## config.mk

```make
export PLATFORM = sky130hd
export DESIGN_NAME = rom_arbiter
export DESIGN_NICKNAME = d
export VERILOG_FILES = /design/src/rtl/rom_arbiter.sv
export SDC_FILE = /design/constraint.sdc
export NUM_CORES = 1
export LEC_CHECK = 0
export CAP_MARGIN = 20
export CORE_MARGIN = 5
export CORE_UTILIZATION = 32
export DETAILED_ROUTE_END_ITERATION = 8
export PLACE_DENSITY = 0.95
export RECOVER_POWER = 25
export SLEW_MARGIN = 10
export SYNTH_ARGS = -nofsm -noshare
export SYNTH_HDL_FRONTEND = slang
export SYNTH_SLANG_ARGS = --single-unit
```

## constraint.sdc

```tcl
create_clock -name clk -period 2.4 [get_ports clk]
set_input_delay 0.6 -clock clk [delete_from_list [all_inputs] [get_ports clk]]
set_output_delay 0.6 -clock clk [all_outputs]
set_load 0.03 [all_outputs]
```

## src/rtl/rom_arbiter.sv

```systemverilog
// rom_arbiter: shares the flash ROM controller port between master 0
// (instruction fetch) and master 1 (data/loader). Reads are granted
// round-robin and the request is latched for the whole ROM access. Writes
// are acknowledged locally with a wr_err pulse; the ROM never sees them.
`timescale 1ns/1ps

module rom_arbiter (
    input  logic        clk,
    input  logic        reset_n,
    // master 0: instruction fetch
    input  logic        m0_en,
    input  logic        m0_wr,
    input  logic [1:0]  m0_size,
    input  logic [20:0] m0_addr,
    output logic [31:0] m0_data_out,
    output logic        m0_wt,
    // master 1: data / loader
    input  logic        m1_en,
    input  logic        m1_wr,
    input  logic [1:0]  m1_size,
    input  logic [20:0] m1_addr,
    output logic [31:0] m1_data_out,
    output logic        m1_wt,
    // local write acknowledge indicator
    output logic        wr_err,
    // ROM controller side
    output logic        rom_en,
    output logic        rom_wr,
    output logic [1:0]  rom_size,
    output logic [20:0] rom_addr,
    input  logic [31:0] rom_data_out,
    input  logic        rom_wt
);

    typedef enum logic {
        IDLE = 1'b0,
        BUSY = 1'b1
    } state_t;

    state_t      state_reg;
    logic        owner_reg;
    logic        last_reg;
    logic [1:0]  size_reg;
    logic [20:0] addr_reg;
    logic [1:0]  wack_reg;

    // per-master views of the ports so the master logic can be generated
    logic [1:0]  en_vec;
    logic [1:0]  wr_vec;
    logic [1:0]  size_arr [2];
    logic [20:0] addr_arr [2];
    logic [31:0] data_arr [2];
    logic [1:0]  wt_vec;
    logic [1:0]  rd_req;
    logic [1:0]  completing;

    logic        busy;
    logic        grant_valid;
    logic        grant_sel;

    assign en_vec      = {m1_en, m0_en};
    assign wr_vec      = {m1_wr, m0_wr};
    assign size_arr[0] = m0_size;
    assign size_arr[1] = m1_size;
    assign addr_arr[0] = m0_addr;
    assign addr_arr[1] = m1_addr;

    assign m0_data_out = data_arr[0];
    assign m1_data_out = data_arr[1];
    assign m0_wt       = wt_vec[0];
    assign m1_wt       = wt_vec[1];

    assign busy = (state_reg == BUSY);

    genvar gi;
    generate
        for (gi = 0; gi < 2; gi++) begin : g_master
            // A read is pending unless this master already holds the ROM
            // or is in the middle of a local write acknowledge.
            assign rd_req[gi] = en_vec[gi] & ~wr_vec[gi] & ~wack_reg[gi]
                                & ~(busy && (owner_reg == 1'(gi)));

            // Completion is forwarded combinationally in the ROM's wt=0 cycle;
            // a master that dropped en still gets (and ignores) the pulse.
            assign completing[gi] = busy & (owner_reg == 1'(gi)) & ~rom_wt;

            assign wt_vec[gi]   = ~(completing[gi] | wack_reg[gi]);
            assign data_arr[gi] = completing[gi] ? rom_data_out : 32'h0;
        end
    endgenerate

    // Round-robin: a tie goes to the master that was not granted last.
    assign grant_valid = |rd_req;
    assign grant_sel   = (&rd_req) ? ~last_reg : rd_req[1];

    // ROM side is driven only from latched state so the controller sees a
    // stable request for the whole access; IDLE forces a one-cycle gap.
    assign rom_en   = busy;
    assign rom_wr   = 1'b0;
    assign rom_size = size_reg;
    assign rom_addr = addr_reg;
    assign wr_err   = |wack_reg;

    // Arbitration FSM: grant in IDLE, hold the latched request while BUSY.
    always_ff @(posedge clk or negedge reset_n) begin
        if (!reset_n) begin
            state_reg <= IDLE;
            owner_reg <= 1'b0;
            last_reg  <= 1'b1;
            size_reg  <= 2'b00;
            addr_reg  <= 21'h0;
        end else begin
            case (state_reg)
                IDLE: begin
                    if (grant_valid) begin
                        owner_reg <= grant_sel;
                        last_reg  <= grant_sel;
                        size_reg  <= size_arr[grant_sel];
                        addr_reg  <= addr_arr[grant_sel];
                        state_reg <= BUSY;
                    end
                end
                BUSY: begin
                    if (!rom_wt) begin
                        state_reg <= IDLE;
                    end
                end
                default: state_reg <= IDLE;
            endcase
        end
    end

    // Local write acknowledge: one-cycle flag per accepted write, in any state.
    always_ff @(posedge clk or negedge reset_n) begin
        if (!reset_n) begin
            wack_reg <= 2'b00;
        end else begin
            for (int i = 0; i < 2; i++) begin
                wack_reg[i] <= ~wack_reg[i] & en_vec[i] & wr_vec[i];
            end
        end
    end

endmodule

```

==> out/results.ini, run 1 <==
[placement]
gp_congestion = 0.826
portBuffers = 175
dp_hpwl_mm = 5.48
dp.cells = 432

[die]
die_area_um2 = 7150
die_width_um = 84.6
core-area_um2 = 5440
ios = 177
die_h_um = 84.6
start_util_pct = 32.7
row_count = 27

[logic_synthesis]
synthSimpleGateAreaFrac_pct = 31.9
ys_warn_count = 0
async_reset_ff_share_pct = 100
synth_mux_area_share_pct = 12.9
netlist_top_cells_area = dfrtp_1 (38%), and2_1 (23%), mux2i_1 (13%)
synth_edf_count = 0
yosys_most_used_dff = dfrtp_1
yosysMostFrequentCell = and2_1
syn_inst = 195
synth.avg_cell_area_um2 = 9.12
synth-adder-area-share_pct = 0
yosys.area.top_type = dfrtp_1
synthTopCellsByCount = and2_1 (64), dfrtp_1 (27), nor2_1 (25)
synth.distinct_cells = 26
synthesis.nets = 280
synth_seq_cells = 28
synth_top_family_by_area = simple AND/OR/NAND/NOR gates
synth_area_um2 = 1780
synth_top_area_share_pct = 38.0
synth_xor_area_share_pct = 0
ys_seq_area_share_pct = 39.5
synth_compound_area_share_pct = 8.72

[critical_path]
cp_max_fo = 16
critPathBufInv = 3
cp.required_ns = 1.80
cp_slowest_cell = bufbuf_16
arrival_ns = 1.70
cp-start-kind = input port
max_stage_delay_ns = 0.30
cpLargestDelayFamily = buffers and inverters
criticalPathCategory = in2out
crit_chain = dlygate4sd2_1 -> nor3b_4 -> bufbuf_16 -> and2_1 -> buf_4
cp-end-kind = output port

[sta]
finalMaxSlewViolations = 0
period_needed_ns = 2.30
whs_ns = 0.493
worst_pin_slew_ns = 0.676
rsz0062_at_grt = no
finalCritPeriodShare_pct = 95.7
finalHoldViolations = 0
skew_ns = 0.00563
setup_viol = 0
max_slew_margin_pct = 54.9
clock.fmax_mhz = 436

[final_layout]
layout.nets = 452
fin_util_pct = 65.5
largest_reg_flops = 21
fin_cells = 438
drive_gt1_share_pct = 23.2
diodes = 0
area_growth_syn_to_layout_pct = 100

[grt]
grt_antenna_before_repair = 0
grt_pass1_vias = 2273
grt_max_degree = 47
track_usage_pct = 18.3
overflow = 0
grt_pass1_wl_mm = 10.9

[cts]
htree_num_levels = 1
cts_tree = done
clockRootBuffer = clkbuf_8
cts_hold_buf = 0
clock_latency_ns = 0.26
clkTransAtPathRegs_ns = 0.08
cts_sinks = 28
clockBufferDepth = 2
numCtsBuffers = 3

[route]
first_pass_iters = 4
drtIter0Drc = 46
wl_mm = 6.67
drtAntennaViolNets = 0
viasPerCell = 4.52
drc = 0
wl_per_cell_um = 15.2
vias = 1979

[status]
status = completed

[pwr]
totalPowerFinal_mw = 2.26
ir_drop_mv = 0.292
p_leak_nw = 1.71
p_per_area_nw_per_um2 = 633

[hold_path]
hold_path.class = reg2reg

[job]
drv.max_cap_violation_count = 0

worst paths after layout:
kind	from	end	slack [ns]	depth (start not counted)
worst max-delay path	rom_wt	m0_data_out[7]	0.10	5
worst min-delay path	last_reg	last_reg	0.49	2
max in group asynchronous	reset_n	rom_en	1.02	2
min in group asynchronous	reset_n	rom_addr[14]	0.90	2
worst min register to register	last_reg	last_reg	0.49	2
worst max register to register	wack_reg[1]	rom_addr[6]	0.65	5
worst min-delay path, stage by stage, from the launching register on:
cell and delay, ns:
dfstp_2 0.38, nand2_1 0.05, o31ai_1 0.06
metrics by stage:
stage	instance area [um2]	TNS (ns)	setup WS, ns
final	3560	0	0.104
after global routing	3560	0	0.00853
after CTS	3570	0	0.0842
after detailed placement	3480	-2.29	-0.0596
after global placement	3480	-0.0362	-0.0188
after floorplan	1780	0	0.143
layout make-up:
| cell class | instances | area [um2] |
|---|---|---|
| multi-input cells | 150 | 978 |
| clock buffers | 4 | 45.0 |
| flip-flops and latches | 28 | 703 |
| inverters | 1 | 3.75 |
| fillers | 445 | 1880 |
| repair buffers | 183 | 1740 |
| well taps | 72 | 90.1 |
where the power goes:
group	switching [mW]	internal (mW)	leakage [nW]
Clock	0.129	0.118	0.0228
Sequential	0.0857	0.612	0.312
Combinational	0.710	0.600	1.38
cells in the final DEF (no fill, tap or decap), types with 3 or more instances in the layout:
master and count:
nor2_1 25, clkbuf_8 3, buf_4 66, clkdlybuf4s50_1 102
dfrtp_1 26, dlygate4sd3_1 6, mux2i_1 23, a21oi_1 23
and2_1 64, buf_12 6
metal layers:
metal | track usage [%] | vias to the layer above | wire length [um]
li1 | - | 981 | -
met4 | 5.04 | 0 | 97
met3 | 7.16 | 6 | 739
met1 | 19.5 | 881 | 2440
met5 | 0 | - | 0
met2 | 33.5 | 111 | 3390
kinds of logic (layout without fill, tap and decap cells):
logic type,after synthesis,after routing
compound gates,28,28
buf+inv,17,188
flops,28,28
mux,23,23
other cells,1,1
simple gates,98,98
repair_timing:
action	4_1_cts	5_1_grt
pin swaps	1	0
resized for setup	2	1
setup buffers	1	0
cloned	1	0
endpoints found under the setup margin	64	5
(Power assumes the default switching activity.)
==> inputs of run 2 (changes only) <==
Settings changed: CORE_UTILIZATION 32 to 30, PLACE_DENSITY 0.95 to 0.9.
Clock period 2.4 ns to 2.3 ns, I/O delays scaled along.
==> out/results.ini, run 2 (same netlist as run 1, synthesis figures left out) <==
[route]
wl_per_cell_um = 14.6
viasPerCell = 4.47
wl_mm = 6.43
drc = 0
drtIter0Drc = 25
drtAntennaViolNets = 0
vias = 1975
first_pass_iters = 4

[grt]
track_usage_pct = 16.3
overflow = 0
grt_antenna_before_repair = 0
grt_pass1_wl_mm = 9.97
grt_max_degree = 47
grt_pass1_vias = 2015

[die]
row_count = 28
core-area_um2 = 5850
die_width_um = 87.0
start_util_pct = 30.4
ios = 177
die_h_um = 87.0
die_area_um2 = 7570

[sta]
period_needed_ns = 2.24
setup_viol = 0
worst_pin_slew_ns = 0.674
clock.fmax_mhz = 447
finalMaxSlewViolations = 0
skew_ns = 0.00336
finalCritPeriodShare_pct = 97.2
setup_ws_ns = 0.0643
max_slew_margin_pct = 55.1
rsz0062_at_grt = no
finalHoldViolations = 0

[cts]
clockRootBuffer = clkbuf_8
htree_num_levels = 1
cts_hold_buf = 0
clockBufferDepth = 2
cts_sinks = 28
clkTransAtPathRegs_ns = 0.09
cts_tree = done
clock_latency_ns = 0.26
numCtsBuffers = 3

[critical_path]
max_stage_delay_ns = 0.29
cp_slowest_cell = dlygate4sd2_1
cp_max_fo = 17
critPathBufInv = 4
crit_chain = dlygate4sd2_1 -> nor3b_4 -> buf_6 -> buf_12 -> and2_1 -> buf_4
criticalPathCategory = in2out
arrival_ns = 1.66
cp.required_ns = 1.73
cpLargestDelayFamily = buffers and inverters
cp-end-kind = output port
cp-start-kind = input port

[placement]
dp.cells = 436
pre_cts_ws_ns = -0.106
gp_congestion = 0.777
dp_hpwl_mm = 5.37
portBuffers = 175

[status]
status = completed

[final_layout]
area_growth_syn_to_layout_pct = 100
largest_reg_flops = 21
layout.nets = 453
fin_cells = 442
layout_commonest_cell = clkdlybuf4s50_1
diodes = 0
drive_gt1_share_pct = 24.3
layout_common_cells = clkdlybuf4s50_1 (101), buf_4 (68), and2_1 (63), dfrtp_1 (26), nor2_1 (25)

[pwr]
power_frac_comb_pct = 56.8
p_sw_mw = 0.967
p_leak_nw = 1.72
power_frac_clock_pct = 12.5
ir_drop_mv = 0.344
power_switching_share_pct = 40.8
p_per_area_nw_per_um2 = 665
seq_power_share_pct = 30.7
internal_power_mw = 1.40

[hold_path]
hold_path.class = reg2reg

[job]
drv.max_cap_violation_count = 0

-- run 2: power by group through the flow --
| stage | registers [mW] | clock network [mW] | logic [mW] |
|---|---|---|---|
| after floorplan | 0.977 | 0 | 0.480 |
| after global placement | 0.728 | 0 | 1.33 |
| after detailed placement | 0.740 | 0 | 1.35 |
| after CTS | 0.731 | 0.308 | 1.37 |
| after global routing | 0.751 | 0.324 | 1.43 |
| final | 0.727 | 0.295 | 1.35 |
-- run 2: worst paths after layout --
| kind | slack [ns] | end | cells past startpoint | startpoint |
|---|---|---|---|---|
| hold reg to reg | 0.50 | last_reg | 2 | last_reg |
| setup reg to reg | 0.53 | rom_addr[13] | 5 | rom_en |
| min in group asynchronous | 0.87 | rom_addr[4] | 2 | reset_n |
| max in group asynchronous | 0.96 | rom_en | 2 | reset_n |
| hold / removal | 0.50 | last_reg | 2 | last_reg |
| setup / recovery | 0.06 | m1_data_out[2] | 6 | rom_wt |
-- run 2: final cells by class --
cell class,count,area [um2]
fill,483,2290
timing repair buffer,184,1720
clock buffer,4,55.1
sequential,28,703
inverter,1,3.75
multi-input combinational,150,983
tap,75,93.8
-- run 2: routing by layer --
metal / GRT usage [%] / share of wire (%)
met4: 2.69 / 0.85
met2: 31.3 / 52
met1: 16.5 / 34
met3: 7.00 / 13
met5: 0 / 0
-- run 2: what timing repair did --
| item | 4_1_cts | 5_1_grt |
|---|---|---|
| pin swaps | 1 | 0 |
| resized for setup | 4 | 2 |
| buffers inserted | 1 | 0 |
| cloned | 1 | 0 |
| setup endpoints to repair | 65 | 1 |
-- run 2: through the flow --
step,cell area [um2],power [mW],setup TNS (ns),hold slack [ns],util [%]
CTS,3560,2.41,0,0.495,60.8
global route,3560,2.51,0,0.504,60.9
detailed placement,3460,2.09,-6.21,0.484,59.2
finish,3560,2.37,0,0.495,60.9
floorplan,1780,1.46,0,0.279,-
global placement,3460,2.06,-3.49,0.468,59.2
-- run 2: worst register-to-register path: cells and delay by family, from the launching register on --
kind	cells	cell delay, ns
compound gates	2	0.31
buf+inv	1	0.28
flops	1	0.50
mux	1	0.24
simple gates	1	0.33
==> inputs of run 3 (changes only) <==
Settings changed: CELL_PAD_IN_SITES_DETAIL_PLACEMENT from default to 1, CELL_PAD_IN_SITES_GLOBAL_PLACEMENT from default to 2, CORE_UTILIZATION 30 to 14, PLACE_DENSITY 0.9 to 0.87.
==> out/results.ini, run 3 (same netlist as run 1, synthesis figures left out) <==
[grt]
grt_pass1_wl_mm = 11.7
overflow = 0
grt_max_degree = 47
track_usage_pct = 9.74
grt_pass1_vias = 2269
grt_antenna_before_repair = 0

[critical_path]
max_stage_delay_ns = 0.31
cp_slowest_cell = bufbuf_16
r2r_setup_slack_ns = 0.49
cpLargestDelayFamily = buffers and inverters
cp.required_ns = 1.73
cp-start-kind = input port
reg2reg_from = rom_en
cp_max_fo = 16
critPathBufInv = 3
arrival_ns = 1.69
crit_start = rom_wt
crit_chain = dlygate4sd2_1 -> nor3b_4 -> bufbuf_16 -> and2_1 -> buf_4
cp-end-kind = output port
criticalPathCategory = in2out

[placement]
pre_cts_ws_ns = -0.136
gp_congestion = 0.797
portBuffers = 175
dp_hpwl_mm = 6.31
dp.cells = 532

[sta]
rsz0062_at_grt = yes
finalCritPeriodShare_pct = 98.3
worst_pin_slew_ns = 0.760
skew_ns = 0.00380
setup_viol = 0
finalHoldViolations = 0
finalMaxSlewViolations = 0
max_slew_margin_pct = 49.3
setup_ws_ns = 0.0398
clock.fmax_mhz = 442
period_needed_ns = 2.26

[route]
wl_met3_mm = 1.01
drtIter0Drc = 42
drc = 0
top_layer = met4
drtAntennaViolNets = 0
wl_mm = 7.65
m1WireLength_mm = 2.84
first_pass_iters = 3
vias = 2057
wl_per_cell_um = 14.2
wl_met2_mm = 3.77
viasPerCell = 3.82

[cts]
numCtsBuffers = 3
cts_sinks = 28
clockRootBuffer = clkbuf_16
clkTransAtPathRegs_ns = 0.07
cts_tree = done
clockBufferDepth = 2
cts_hold_buf = 0
clock_latency_ns = 0.26
htree_num_levels = 1

[status]
status = completed

[final_layout]
layout_common_cells = clkdlybuf4s50_1 (105), buf_4 (64), and2_1 (62), dfrtp_1 (26), nor2_1 (25)
area_growth_syn_to_layout_pct = 111
diodes = 0
fin_cells = 538
layout_commonest_cell = clkdlybuf4s50_1
layout.nets = 452
largest_reg_flops = 21
drive_gt1_share_pct = 24.0

[pwr]
p_per_area_nw_per_um2 = 679
ir_drop_mv = 0.248
p_leak_nw = 1.75

[hold_path]
hold_path.class = reg2reg
hp-start = last_reg

[die]
ios = 177
start_util_pct = 14.2
die_width_um = 123
die_area_um2 = 15100
core-area_um2 = 12500
die_h_um = 123
row_count = 41

[job]
drv.max_cap_violation_count = 0

## run 3: cell count changes in the layout (fill, tap and decap cells not counted), sizes merged
cell           delta
clkdlybuf4s50     +4
dlygate4sd3       -4
buf               -2
bufbuf            +1
## run 3: final cells by class
type / count / area, um2
fill: 1486 / 8760
timing repair buffer: 183 / 1760
multi-input combinational: 150 / 983
sequential: 28 / 703
tap: 172 / 215
clock buffer: 4 / 88.8
inverter: 1 / 3.75
## run 3: where the power goes
part / switching [mW] / internal (mW)
sequential: 0.0906 / 0.640
clock: 0.166 / 0.266
combinational: 0.758 / 0.629
total: 1.01 / 1.53
## run 3: final timing paths
path	cells after the start	endpoint
setup / recovery	5	m1_data_out[9]
hold / removal	2	last_reg
setup reg to reg	5	rom_addr[9]
hold reg to reg	2	last_reg
max in group asynchronous	2	rom_en
min in group asynchronous	2	rom_addr[10]
## run 3: per-stage QoR
stage / util, % / hold WS [ns] / instance area (um2) / TNS [ns] / total power, mW
floorplan: - / 0.279 / 1780 / 0 / 1.46
global placement: 28.9 / 0.469 / 3610 / -4.86 / 2.09
detailed placement: 28.9 / 0.476 / 3610 / -7.41 / 2.13
CTS: 30.0 / 0.487 / 3750 / 0 / 2.61
global route: 30.0 / 0.511 / 3750 / -0.0676 / 2.71
finish: 30.0 / 0.483 / 3750 / 0 / 2.55
## run 3: worst register-to-register path, cell delays in order (launching register included)
cell and delay, ns:
dfrtp_2 0.49, nor4b_1 0.39, a221o_1 0.25, buf_12 0.21
mux2i_1 0.25, a21oi_1 0.09
## run 3: repair_timing
item	in CTS	in global routing
setup buffers	1	0
gates resized for setup	3	3
endpoints found under the setup margin	66	9
cloned	1	0
pin swaps	1	0
## run 3: metal layers
metal  global-route usage, %  up-vias
met1                    10.5      952
met4                    1.68        0
met5                       0        -
met3                    4.01        2
li1                        -      984
met2                    17.9      119
